--- src/rtl/cumsum_pkg.sv ---
// Shared types and defaults for the exclusive cumulative-sum sequencer.
// Holds the FSM state encoding and the job descriptor layout.
package cumsum_pkg;

  localparam int DATA_W_DEF = 32;
  localparam int CNT_W_DEF  = 16;

  typedef enum logic [1:0] {
    IDLE  = 2'd0,
    RUN   = 2'd1,
    DRAIN = 2'd2
  } state_t;

  typedef struct packed {
    logic [CNT_W_DEF-1:0] rows;
    logic [CNT_W_DEF-1:0] len;
  } desc_t;

endpackage

--- src/rtl/cumsum_scan_row_counter.sv ---
// Column/row position tracker for a row-major scan; flags the row end and job end.
// Combinational flags from registered counters; advances only on step.
module cumsum_scan_row_counter
  import cumsum_pkg::*;
#(
  parameter int CNT_W = CNT_W_DEF
) (
  input  logic             clk,
  input  logic             rst,
  input  logic             clear,
  input  logic             step,
  input  logic [CNT_W-1:0] rows,
  input  logic [CNT_W-1:0] len,
  output logic             row_end,
  output logic             job_end
);

  localparam logic [CNT_W-1:0] ONE = {{(CNT_W-1){1'b0}}, 1'b1};

  logic [CNT_W-1:0] col_q;
  logic [CNT_W-1:0] row_q;

  assign row_end = (col_q == len - ONE);
  assign job_end = row_end && (row_q == rows - ONE);

  always_ff @(posedge clk) begin
    if (rst || clear) begin
      col_q <= '0;
      row_q <= '0;
    end else if (step) begin
      if (row_end) begin
        col_q <= '0;
        row_q <= row_q + ONE;
      end else begin
        col_q <= col_q + ONE;
      end
    end
  end

endmodule

--- src/rtl/cumsum_exclusive_sequencer.sv ---
// Job sequencer emitting per-row exclusive prefix sums of a row-major stream.
// Latency: 1 cycle accept-to-out_valid; single output register, full throughput.
// Backpressure: in_ready drops while the output register is full and not draining.
module cumsum_exclusive_sequencer
  import cumsum_pkg::*;
#(
  parameter int DATA_W = DATA_W_DEF,
  parameter int CNT_W  = CNT_W_DEF
) (
  input  logic              clk,
  input  logic              rst,
  input  logic              cfg_valid,
  output logic              cfg_ready,
  input  logic [CNT_W-1:0]  cfg_rows,
  input  logic [CNT_W-1:0]  cfg_len,
  input  logic              in_valid,
  output logic              in_ready,
  input  logic [DATA_W-1:0] in_data,
  output logic              out_valid,
  input  logic              out_ready,
  output logic [DATA_W-1:0] out_data,
  output logic              out_last,
  output logic              busy,
  output logic              done,
  output logic              cfg_err
);

  state_t            state_q;
  state_t            state_nxt;
  desc_t             desc_q;
  logic [DATA_W-1:0] acc_q;
  logic              row_end;
  logic              job_end;

  logic fields_ok;
  logic start;
  logic accept;
  logic out_free;

  assign fields_ok = (cfg_rows != '0) && (cfg_len != '0);
  assign start     = (state_q == IDLE) && cfg_valid && fields_ok;
  assign accept    = in_valid && in_ready;
  assign out_free  = !out_valid || out_ready;

  cumsum_scan_row_counter #(
    .CNT_W (CNT_W)
  ) u_row_counter (
    .clk     (clk),
    .rst     (rst),
    .clear   (start),
    .step    (accept),
    .rows    (desc_q.rows),
    .len     (desc_q.len),
    .row_end (row_end),
    .job_end (job_end)
  );

  always_ff @(posedge clk) begin
    if (rst) begin
      state_q <= IDLE;
    end else begin
      state_q <= state_nxt;
    end
  end

  // DRAIN holds one extra cycle so done is seen before cfg_ready returns.
  always_comb begin
    state_nxt = state_q;
    unique case (state_q)
      IDLE:    if (start) state_nxt = RUN;
      RUN:     if (accept && job_end) state_nxt = DRAIN;
      DRAIN:   if (done) state_nxt = IDLE;
      default: state_nxt = IDLE;
    endcase
  end

  always_comb begin
    cfg_ready = (state_q == IDLE);
    in_ready  = (state_q == RUN) && out_free;
    busy      = (state_q != IDLE);
  end

  always_ff @(posedge clk) begin
    if (rst) begin
      desc_q    <= '0;
      acc_q     <= '0;
      out_valid <= 1'b0;
      out_data  <= '0;
      out_last  <= 1'b0;
      done      <= 1'b0;
      cfg_err   <= 1'b0;
    end else begin
      cfg_err <= (state_q == IDLE) && cfg_valid && !fields_ok;
      done    <= (state_q == DRAIN) && !done && out_free;

      if (start) begin
        desc_q.rows <= cfg_rows;
        desc_q.len  <= cfg_len;
        acc_q       <= '0;
      end else if (accept) begin
        // The row's final element never contributes to any emitted sum.
        acc_q <= row_end ? '0 : acc_q + in_data;
      end

      if (accept) begin
        out_valid <= 1'b1;
        out_data  <= acc_q;
        out_last  <= row_end;
      end else if (out_ready) begin
        out_valid <= 1'b0;
      end
    end
  end

endmodule
--- config.mk ---
export PLATFORM = sky130hd
export DESIGN_NAME = cumsum_exclusive_sequencer
export DESIGN_NICKNAME = d
export VERILOG_FILES = /design/src/rtl/cumsum_pkg.sv /design/src/rtl/cumsum_scan_row_counter.sv /design/src/rtl/cumsum_exclusive_sequencer.sv
export SDC_FILE = /design/constraint.sdc
export NUM_CORES = 1
export LEC_CHECK = 0
export ABC_AREA = 0
export CORE_ASPECT_RATIO = 0.9
export CORE_UTILIZATION = 28
export DETAILED_ROUTE_END_ITERATION = 8
export SLEW_MARGIN = 20
export SYNTH_ARGS = -nofsm -noshare
export SYNTH_HDL_FRONTEND = slang
export SYNTH_SLANG_ARGS = --single-unit
--- constraint.sdc ---
create_clock -name clk -period 4.25 [get_ports clk]
set_input_delay 0.85 -clock clk [delete_from_list [all_inputs] [get_ports clk]]
set_output_delay 0.85 -clock clk [all_outputs]
set_load 0.01 [all_outputs]
==> flow_summary.toml <==
[status]
run_status = "finished, final reports clean"

[critical_path]
timing.critical_path.slowest_cell_delay_ns = 0.60
worstSetupEndpointType = "register"
top_cell_family_by_delay_on_the_critical_path = "simple AND/OR/NAND/NOR gates"
critical_path.reg2reg.endpoint = "acc_q[28]"
ff2ff_setup_slack_ns = 0.79
critical_path_class = "in2reg"
critPathMaxFanout = 6
reg2reg_from = "desc_q[4]"
worst-path-buf-inv = 2
critical_path.slowest_cell = "or4b_2"
ff2ff_path_depth = 9
setup.worst_path.start_class = "primary input"
crit_chain = "clkdlybuf4s50_1 -> ha_1 -> nand4_1 -> nor2_1 -> a2111oi_0 -> buf_4 -> a211o_1 -> a211oi_1 -> o211ai_1 -> and3b_1 -> or4b_2 -> a31oi_1"
critical_path_required_ns = 4.59
worst-endpoint-arrival_ns = 4.09

[place]
inst_count_dp = 1376
hpwl_um = 15000
port-buffer-count = 107
globalplace.congestion = 0.843

[clock_network]
tritoncts_clock_tree = "built"
cts.path.max_buffers = 2
postCtsSetupRepairBufs = 0
cts_hold_buffers = 0
ctsHtreeMaxLevel = 4
clk_latency_ns = 0.42
ctsResizeCount = 0
cts-buffers-inserted = 17
ctsRootBufferMaster = "clkbuf_16"
clock_sink_count = 134
cts.clk_slew.worst_paths_ns = 0.06

[floorplan]
dieHeight_um = 158
io-pin-count = 108
core_area_mm2 = 0.0263
die_area_mm2 = 0.0277
floorplan.initialDensity_pct = 28.8
die_x_um = 175
floorplan_row_count = 56

[global_routing]
globalRouteMet1Util_pct = 20.5
grt_max_degree = 72
grt.total_usage_pct = 15.4
grt_first_pass_wirelength_um = 34000
grt-busiest-layer = "met2"
grt_antenna_before_repair = 1
grt_util_met3_pct = 3.19
grt_pass1_vias = 6733
groute.layer.met2.usage_pct = 25.0
globalRouteOverflowTotal = 0

[power_and_ir_drop]
p_comb_share_pct = 17.6
vdd_ir_drop_max_v = 0.000224
clock_power_share_pct = 42.8
power.share.switching_pct = 29.0
pwr-share-seq_pct = 39.6
intPower_mw = 2.41
p_sw_mw = 0.986
leakage_nw = 3.68
total_power_mw = 3.40
power-per-cell-area_mw_per_mm2 = 354

[synthesis]
distinct_cells_synth = 58
ys.flop_type = "dfxtp_1"
synth_edf_count = 0
synth_largest_type_area_fraction_pct = 35.4
dominant_cells_by_area_after_synthesis = "dfxtp_1, nand2_1, ha_1, xnor2_1, a21oi_1"
synth.ff_latch_count = 134
mappedNetlistArea_mm2 = 0.00757
yosysWarningCount = 0
mappedNetlistNets = 1052
postSynth.asyncResetShare_pct = 0
synth_area_leader_cell = "dfxtp_1"
share_of_the_yosys_chip_area_belonging_to_registers_pct = 35.4
synthesis.instances = 947
synthesis.area_per_instance_um2 = 7.99

[layout]
fillers = 2681
antenna-diode-count = 0
post_route_cells_drive_above_1_share_pct = 6.13
final_cells = 1408
multiInputGateArea_mm2 = 0.00466
layout-area-overhead-vs-synth_pct = 27.0
regArea_mm2 = 0.00268
layout.nets = 1152

[drt]
detailedRoute.firstIterationViolations = 433
drc = 0
wirelength_um = 20900
post_drt_wl_per_cell_um = 14.8
drtAntennaViolNets = 0
firstDrtPassIters = 5
viasPerCell = 4.94
route.vias.total = 6962

[hold_path]
min_delay_path_depth = 2
hold_end = "out_data[31]"
min_path_type = "reg2reg"
hold_path.startpoint = "out_data[31]"

[sta]
hold-worst-slack_ns = 0.451
clock_skew_ns = 0.0108
timing.fmax_mhz = 266
period_needed_ns = 3.75
hold_violations = 0
final-setup-viol-count = 0
rsz0062_at_grt = "false"
number_of_pins_with_negative_max_slew_slack_in_the_final_report = 0
worst_pin_slew_ns = 0.829
finalSetupTns_ns = 0
max_slew_margin_pct = 44.7
final_min_period_over_clock_period_pct = 88.3

[job]
max_cap_viols = 0
==> synth_stat cells (all sizes together) (3+ instances only) <==
library cell	count
xor2	38
o2111ai	3
nor2	101
nor2b	5
a211oi	10
a31oi	11
and3	9
nand4	15
nor3	21
mux2i	33
a21oi	80
or2	4
o21bai	3
a22oi	6
xnor2	49
a21o	17
o21ai	29
a211o	3
o31ai	4
or4b	3
or4	4
nand2b	6
buf	5
o211ai	7
or3	8
nand3b	3
ha	35
nand2	136
o21a	5
dfxtp	134
nor4	26
nor3b	5
and2	7
clkbuf	38
inv	18
nand3	41
==> cell families after synthesis <==
family / after synthesis / synth area share, %
AOI/OAI and AO/OA: 195 / 15.9
muxes: 34 / 4.51
xor gates and xnor gates: 87 / 10.1
buffers and inverters: 61 / 3.16
DFF: 134 / 35.4
and+or+nand+nor: 400 / 24.8
adders and majority gates: 36 / 6.05
==> flip-flops by register name, indices dropped and copies added, names as in the netlist <==
name / cells
out_data: 32
state_q: 2
cfg_err: 1
u_row_counter.col_q: 16
acc_q: 32
desc_q: 32
out_last: 1
out_valid: 1
u_row_counter.row_q: 16
done: 1
==> cell usage in the layout (no fill, tap or decap), drive strengths merged, types with 6 or more instances in the layout <==
master,Yosys,layout
buf,5,18
a21oi,80,80
xor2,38,38
nor2,101,101
or3,8,8
inv,18,22
mux2i,33,33
clkdlybuf4s50,0,106
o211ai,7,7
nand4,15,15
dfxtp,134,134
ha,35,35
o21ai,29,29
a22oi,6,6
a21o,17,17
and2,7,7
xnor2,49,49
nor3,21,21
and3,9,9
nor4,26,26
clkbuf,38,20
a31oi,11,11
nand2,136,136
nand3,41,41
nand2b,6,6
a211oi,10,10
==> power by group through the flow <==
| stage | Clock (mW) | Sequential, mW | Combinational [mW] |
|---|---|---|---|
| 2_1_floorplan | 0 | 1.36 | 0.408 |
| 3_3_place_gp | 0 | 1.37 | 0.587 |
| 3_5_place_dp | 0 | 1.37 | 0.595 |
| 4_1_cts | 1.49 | 1.35 | 0.600 |
| 5_1_grt | 1.55 | 1.35 | 0.662 |
| 6_report | 1.46 | 1.35 | 0.597 |
==> area by class of cell <==
type	count	area share, %
Clock buffer	20	4.75
Tap cell	348	4.53
Inverter	18	0.703
Clock inverter	12	1.24
Sequential cell	134	27.9
Timing Repair Buffer	124	12.4
Multi-Input combinational cell	752	48.4
==> tightest hold or removal path: cells and delay by family, from the launching register on <==
family / cells / cell delay (ns)
compound gates: 1 / 0.05
flops: 1 / 0.30
simple gates: 1 / 0.05
==> stage by stage <==
step	setup WS, ns	util [%]	cell area (um^2)
after CTS	0.539	36.6	9610
after global routing	0.322	36.6	9610
after global placement	0.0875	34.4	9030
final	0.496	36.6	9610
after floorplan	0.701	-	7570
after detailed placement	0.102	34.4	9030
==> worst max path at each step <==
stage | from | endpoint | slack, ns | cells after the start
CTS | in_data[0] | acc_q[28] | 0.54 | 12
global placement | in_data[0] | acc_q[28] | 0.09 | 12
global route | in_data[0] | acc_q[28] | 0.32 | 12
finish | in_data[11] | acc_q[31] | 0.50 | 12
detailed placement | in_data[0] | acc_q[28] | 0.10 | 12
floorplan | in_data[0] | acc_q[28] | 0.70 | 10
==> layer usage <==
layer  vias up  part of all wire [%]
li1       3571                     -
met1      3254                    50
met2       120                    45
met3        15                   3.8
met4         2                  0.99
met5         -                 0.081
No activity file was read; power rests on OpenSTA's default activity.
